<file path="src/rtl/hex8_disp_arbiter.sv">
// hex8_disp_arbiter: time-shares one 8-digit hex display between three
// requesters. Arbitration is round-robin. Each owner keeps the display for a
// minimum dwell, and the display is blanked for a fixed interval before every
// SHOW.
//
// Handshake: req[i] is a level request. gnt is one-hot (or zero) and names the
// current owner. An owner keeps its grant for as long as it holds req[i] and
// nobody else is waiting past the dwell. Dropping req[i] gives up the grant on
// the next edge.
module hex8_disp_arbiter #(
  parameter int DWELL_CYCLES = 50000000,
  parameter int BLANK_CYCLES = 50000,
  parameter int CNT_W        = 26
) (
  input  logic        clk,
  input  logic        reset,
  input  logic [2:0]  req,
  input  logic [31:0] data0,
  input  logic [31:0] data1,
  input  logic [31:0] data2,
  output logic [2:0]  gnt,
  output logic        disp_en,
  output logic [31:0] disp_data,
  output logic        busy
);

  typedef enum logic [1:0] {IDLE, BLANK, SHOW} state_t;

  state_t             state_q, state_d;
  logic [1:0]         last_q, last_d;
  logic [1:0]         owner_q, owner_d;
  logic [2:0]         gnt_d;
  logic               en_d;
  logic [31:0]        data_d;
  logic [CNT_W-1:0]   blank_q, blank_d;
  logic [CNT_W-1:0]   dwell_q, dwell_d;

  logic               win_found;
  logic [1:0]         win_idx;
  logic [1:0]         cand1, cand2;
  logic [31:0]        owner_data;
  logic               owner_req;
  logic               others_req;
  logic               dwell_done;
  logic               blank_done;

  // Round-robin winner: search last+1, last+2, then last itself.
  always_comb begin
    cand1     = (last_q == 2'd2) ? 2'd0 : last_q + 2'd1;
    cand2     = (cand1  == 2'd2) ? 2'd0 : cand1 + 2'd1;
    win_found = |req;
    win_idx   = last_q;
    if (req[cand1])      win_idx = cand1;
    else if (req[cand2]) win_idx = cand2;
  end

  // Per-owner helpers: the owner's request, its data, and competing requests.
  always_comb begin
    owner_req  = req[owner_q];
    others_req = |(req & ~gnt);
    dwell_done = (dwell_q == CNT_W'(DWELL_CYCLES - 1));
    blank_done = (blank_q == CNT_W'(BLANK_CYCLES - 1));
    case (owner_q)
      2'd0:    owner_data = data0;
      2'd1:    owner_data = data1;
      default: owner_data = data2;
    endcase
  end

  // Next-state and next-output logic for the IDLE/BLANK/SHOW sequence.
  always_comb begin
    state_d = state_q;
    last_d  = last_q;
    owner_d = owner_q;
    gnt_d   = gnt;
    en_d    = disp_en;
    data_d  = disp_data;
    blank_d = blank_q;
    dwell_d = dwell_q;
    case (state_q)
      IDLE: begin
        en_d = 1'b0;
        if (win_found) begin
          state_d = BLANK;
          owner_d = win_idx;
          last_d  = win_idx;
          gnt_d   = 3'b001 << win_idx;
          blank_d = '0;
        end
      end
      BLANK: begin
        en_d    = 1'b0;
        blank_d = blank_q + CNT_W'(1);
        if (!owner_req) begin
          state_d = IDLE;
          gnt_d   = 3'b000;
        end else if (blank_done) begin
          state_d = SHOW;
          dwell_d = '0;
          en_d    = 1'b1;
          data_d  = owner_data;
        end
      end
      SHOW: begin
        // The display follows the owner's live value on every SHOW cycle.
        en_d    = 1'b1;
        data_d  = owner_data;
        dwell_d = dwell_done ? dwell_q : dwell_q + CNT_W'(1);
        // Release wins over dwell expiry; both re-arbitrate the same way
        // because the owner, being last, is searched last.
        if (!owner_req || (dwell_done && others_req)) begin
          en_d = 1'b0;
          if (win_found) begin
            state_d = BLANK;
            owner_d = win_idx;
            last_d  = win_idx;
            gnt_d   = 3'b001 << win_idx;
            blank_d = '0;
          end else begin
            state_d = IDLE;
            gnt_d   = 3'b000;
          end
        end
      end
      default: begin
        state_d = IDLE;
        gnt_d   = 3'b000;
        en_d    = 1'b0;
      end
    endcase
  end

  // State and output registers; reset forces everything back to IDLE.
  always_ff @(posedge clk) begin
    if (reset) begin
      state_q   <= IDLE;
      last_q    <= 2'd2;
      owner_q   <= 2'd0;
      gnt       <= 3'b000;
      disp_en   <= 1'b0;
      disp_data <= 32'h0;
      blank_q   <= '0;
      dwell_q   <= '0;
    end else begin
      state_q   <= state_d;
      last_q    <= last_d;
      owner_q   <= owner_d;
      gnt       <= gnt_d;
      disp_en   <= en_d;
      disp_data <= data_d;
      blank_q   <= blank_d;
      dwell_q   <= dwell_d;
    end
  end

  assign busy = (state_q != IDLE);

endmodule
</file>
<file path="config.mk">
export PLATFORM = sky130hd
export DESIGN_NAME = hex8_disp_arbiter
export DESIGN_NICKNAME = d
export VERILOG_FILES = /design/src/rtl/hex8_disp_arbiter.sv
export SDC_FILE = /design/constraint.sdc
export NUM_CORES = 1
export LEC_CHECK = 0
export CORE_MARGIN = 5
export CORE_UTILIZATION = 49
export CTS_CLUSTER_SIZE = 16
export DETAILED_ROUTE_END_ITERATION = 6
export MAX_ROUTING_LAYER = met4
export PLACE_DENSITY = 0.86
export SLEW_MARGIN = 20
export SYNTH_ARGS = -nofsm -noshare
export SYNTH_HDL_FRONTEND = slang
export SYNTH_SLANG_ARGS = --single-unit
</file>
<file path="constraint.sdc">
create_clock -name clk -period 3 [get_ports clk]
set_clock_uncertainty 0.15 [all_clocks]
set_input_delay 0.45 -clock clk [delete_from_list [all_inputs] [get_ports clk]]
set_output_delay 0.45 -clock clk [all_outputs]
set_load 0.005 [all_outputs]
</file>
==> metrics.md <==
| Metric | Value |
|---|---|
| Nature of the critical path endpoint | register |
| Die Footprint | 0.0125 sq mm |
| Worst slack at placement | 0.105 ns |
| Resized cells post-CTS | 0 |
| CTS HTree Levels | 3 |
| Largest family of logic cells by synthesized area | simple AND/OR/NAND/NOR gates |
| Synth top area cells | dfxtp_1, nand2_1, mux2i_1 |
| P_sw | 0.00118 W |
| Core area | 0.0102 sq mm |
| Hold path start | disp_data[18] |
| Post-CTS setup buffer count | 0 |
| Slew Limit Fails | 0 |
| Clk slew on worst S/H paths | 0.08 ns |
| WL met3 | 986 um |
| Worst reg2reg path depth | 7 |
| Starting Density | 0.498 |
| Yosys top cell area share | 0.365 |
| Final Setup Violations | 0 |
| P&R area growth vs syn | 33.1% |
| Xor and xnor fraction of the mapped netlist area | 0.0361 |
| Minimum clock period | 2.73 ns |
| Iter 0 DRT Violations | 330 |
| Sw Share | 0.352 |
| Measured slew at the worst slew-check pin | 0.974 ns |
| Yosys cell types | 67 |
| Crit path from | blank_q[0] |
| Crit path DAT | 2.83 ns |
| Leading cell types in the layout, fill and taps excluded | clkdlybuf4s50_1, nand2_1, dfxtp_1 |
| Die W | 112 um |
| Worst reg2reg path endpoint | dwell_q[23] |
| Startpoint Class | register |
| VDD IR max | 0.000337 V |
| CTS tree | yes |
| Adder-Cell Fraction of Synth Area | 0.0147 |
| Max clock buf depth | 2 |
| Top FF cell, synth | dfxtp_1 |
| Critical path class | reg -> reg |
| Clk root buf | clkbuf_8 |
| Layout cells sized above 1 | 0.0734 |
| Flop2flop setup slack | 0.27 ns |
| Post-synthesis mux area share | 0.0765 |
| Vias in the first global route | 5131 |
| # diodes | 0 |
| Final worst slack | 0.273 ns |
| Hold buffers post-CTS | 0 |
| Final hold vios | 0 |
| Clk sink count | 93 |
| Top sig layer | met4 |
| Detailed placement HPWL | 10800 um |
| Die Y | 112 um |
| Static Leak | 2.21 nW |
| Critical path required time | 3.10 ns |
| Placer congestion estimate | 0.898 |
| Vias | 5230 |
| First-pass GRT wire length | 23500 um |
| EDFF count, synth | 0 |
| Status | finished clean |
| Layout fillers | 788 |
| Drt pass-1 iters | 5 |
| Synthesis-stage register bit count | 93 |
| Max Cap Violations | 0 |
| Synth async-reset ratio | 0 |
| I/O Pins | 138 |
| Sequential power share | 0.414 |
| Yosys top cell by area | dfxtp_1 |
| Mean Syn Cell Area | 7.97 sq um |
| Max Clk Rate | 0.367 GHz |
| RSZ-0062 raised after global routing | false |
| Comb pwr share | 0.359 |
| Total GRT Usage | 0.228 |
| Most common cell after layout, fill and taps aside | clkdlybuf4s50_1 |
| DRC Markers | 0 |
| Total Neg Setup Slack | 0 ns |
| Post-synthesis sequential area ratio | 0.365 |
| Clock Latency Late Sink | 0.36 ns |
| Row count | 37 |
| Simple-Gate Fraction of Synth Area | 0.254 |
| CTS Buf Count | 9 |
| Routed wl met2 | 6960 um |
| Worst-path fanout max | 6 |
| Complex-gate fraction of the synthesized area | 0.208 |
| M1 WL | 5830 um |
| Synth Cell Area | 0.00510 sq mm |
| Final net count | 879 |
| Antenna violations before repair | 0 |
| Tcrit/Tclk final | 0.909 |
| Slew margin rel. | 0.351 |
| Per-cell routed wire length | 15.5 um |
| Hold Path Class | reg -> reg |
| Syn_nets | 747 |
| Largest net degree at the start of global routing | 66 |
| Cell Int Power | 0.00217 W |
| Pwr dens | 494 mW/mm^2 |
| Grt ovf | 0 |
| I/O Buffers | 137 |
| Post-Route WL | 14100 um |
| Syn. warnings | 0 |
| Vias/cell | 5.73 |
| Post-Syn Instances | 640 |
| End point of the critical path | dwell_q[23] |
| Clock power share | 0.227 |
| Post-route ant nets | 0 |
| Origin of the critical flop-to-flop path | blank_q[0] |
cell type report:
cell class	instances	area (sq um)	share of cell area
clock inverter	6	47.5	0.00701
sequential	93	1860	0.275
multi-input combinational	496	3010	0.444
tap	136	170	0.0251
timing repair buffer	155	1500	0.221
inverter	17	63.8	0.00940
clock buffer	10	128	0.0188
stage by stage:
| step | power, W | utilization | hold slack (ns) | instance area, sq um | instances |
|---|---|---|---|---|---|
| after floorplan | 0.00217 | - | 0.298 | 5100 | 640 |
| after global placement | 0.00257 | 0.646 | 0.287 | 6610 | 897 |
| after detailed placement | 0.00261 | 0.646 | 0.294 | 6610 | 897 |
| after CTS | 0.00336 | 0.663 | 0.306 | 6790 | 913 |
| after global routing | 0.00356 | 0.663 | 0.321 | 6790 | 913 |
| final | 0.00335 | 0.663 | 0.304 | 6790 | 913 |
worst max-delay path, cell delays in order, from the launching register on:
cell,delay [ns]
dfxtp_1,0.44
ha_1,0.21
nand3_1,0.12
nor3_1,0.37
nand4_1,0.34
a2111oi_2,0.69
a21bo_2,0.23
a21oi_1,0.06
per-layer routing:
layer | track usage | vias up
li1 | - | 2538
met1 | 0.279 | 2448
met2 | 0.376 | 211
met3 | 0.0431 | 33
met4 | 0.0857 | 0
met5 | - | -
power by group through the flow:
stage | registers (W) | logic (W) | clock network, W
detailed placement | 0.00141 | 0.00120 | 0
floorplan | 0.00140 | 0.000763 | 0
CTS | 0.00139 | 0.00120 | 0.000768
global route | 0.00140 | 0.00134 | 0.000821
global placement | 0.00141 | 0.00117 | 0
finish | 0.00139 | 0.00120 | 0.000761
worst min-delay path by stage:
stage                     cells past startpoint  slack [ns]             to
after global routing                          2        0.32  disp_data[19]
after global placement                        2        0.29   disp_data[3]
after CTS                                     2        0.31  disp_data[19]
after floorplan                               2        0.30    blank_q[25]
final                                         2        0.30  disp_data[18]
after detailed placement                      2        0.29  disp_data[16]
synthesized netlist by cell type, drive strengths merged, types with 9 or more instances:
library cell	instances
nand2	125
dfxtp	93
a21oi	66
o21ai	59
mux2i	39
nor2	36
or3	22
clkbuf	19
inv	17
buf	14
nand3	14
xnor2	12
nand4	10
xor2	9
state kept, by name, indices dropped and copies added (netlist names):
register,cells
blank_q,26
disp_data,32
disp_en,1
dwell_q,26
gnt,3
last_q,1
owner_q,2
state_q,2
kinds of logic (layout without fill, tap and decap cells):
| logic type | count (synthesis) | in the layout |
|---|---|---|
| simple gates | 261 | 261 |
| compound gates | 169 | 169 |
| fa+ha+maj | 6 | 6 |
| mux | 39 | 39 |
| buf+inv | 51 | 188 |
| xor+xnor | 21 | 21 |
| flops | 93 | 93 |
Power figures use the tool's default switching activity.
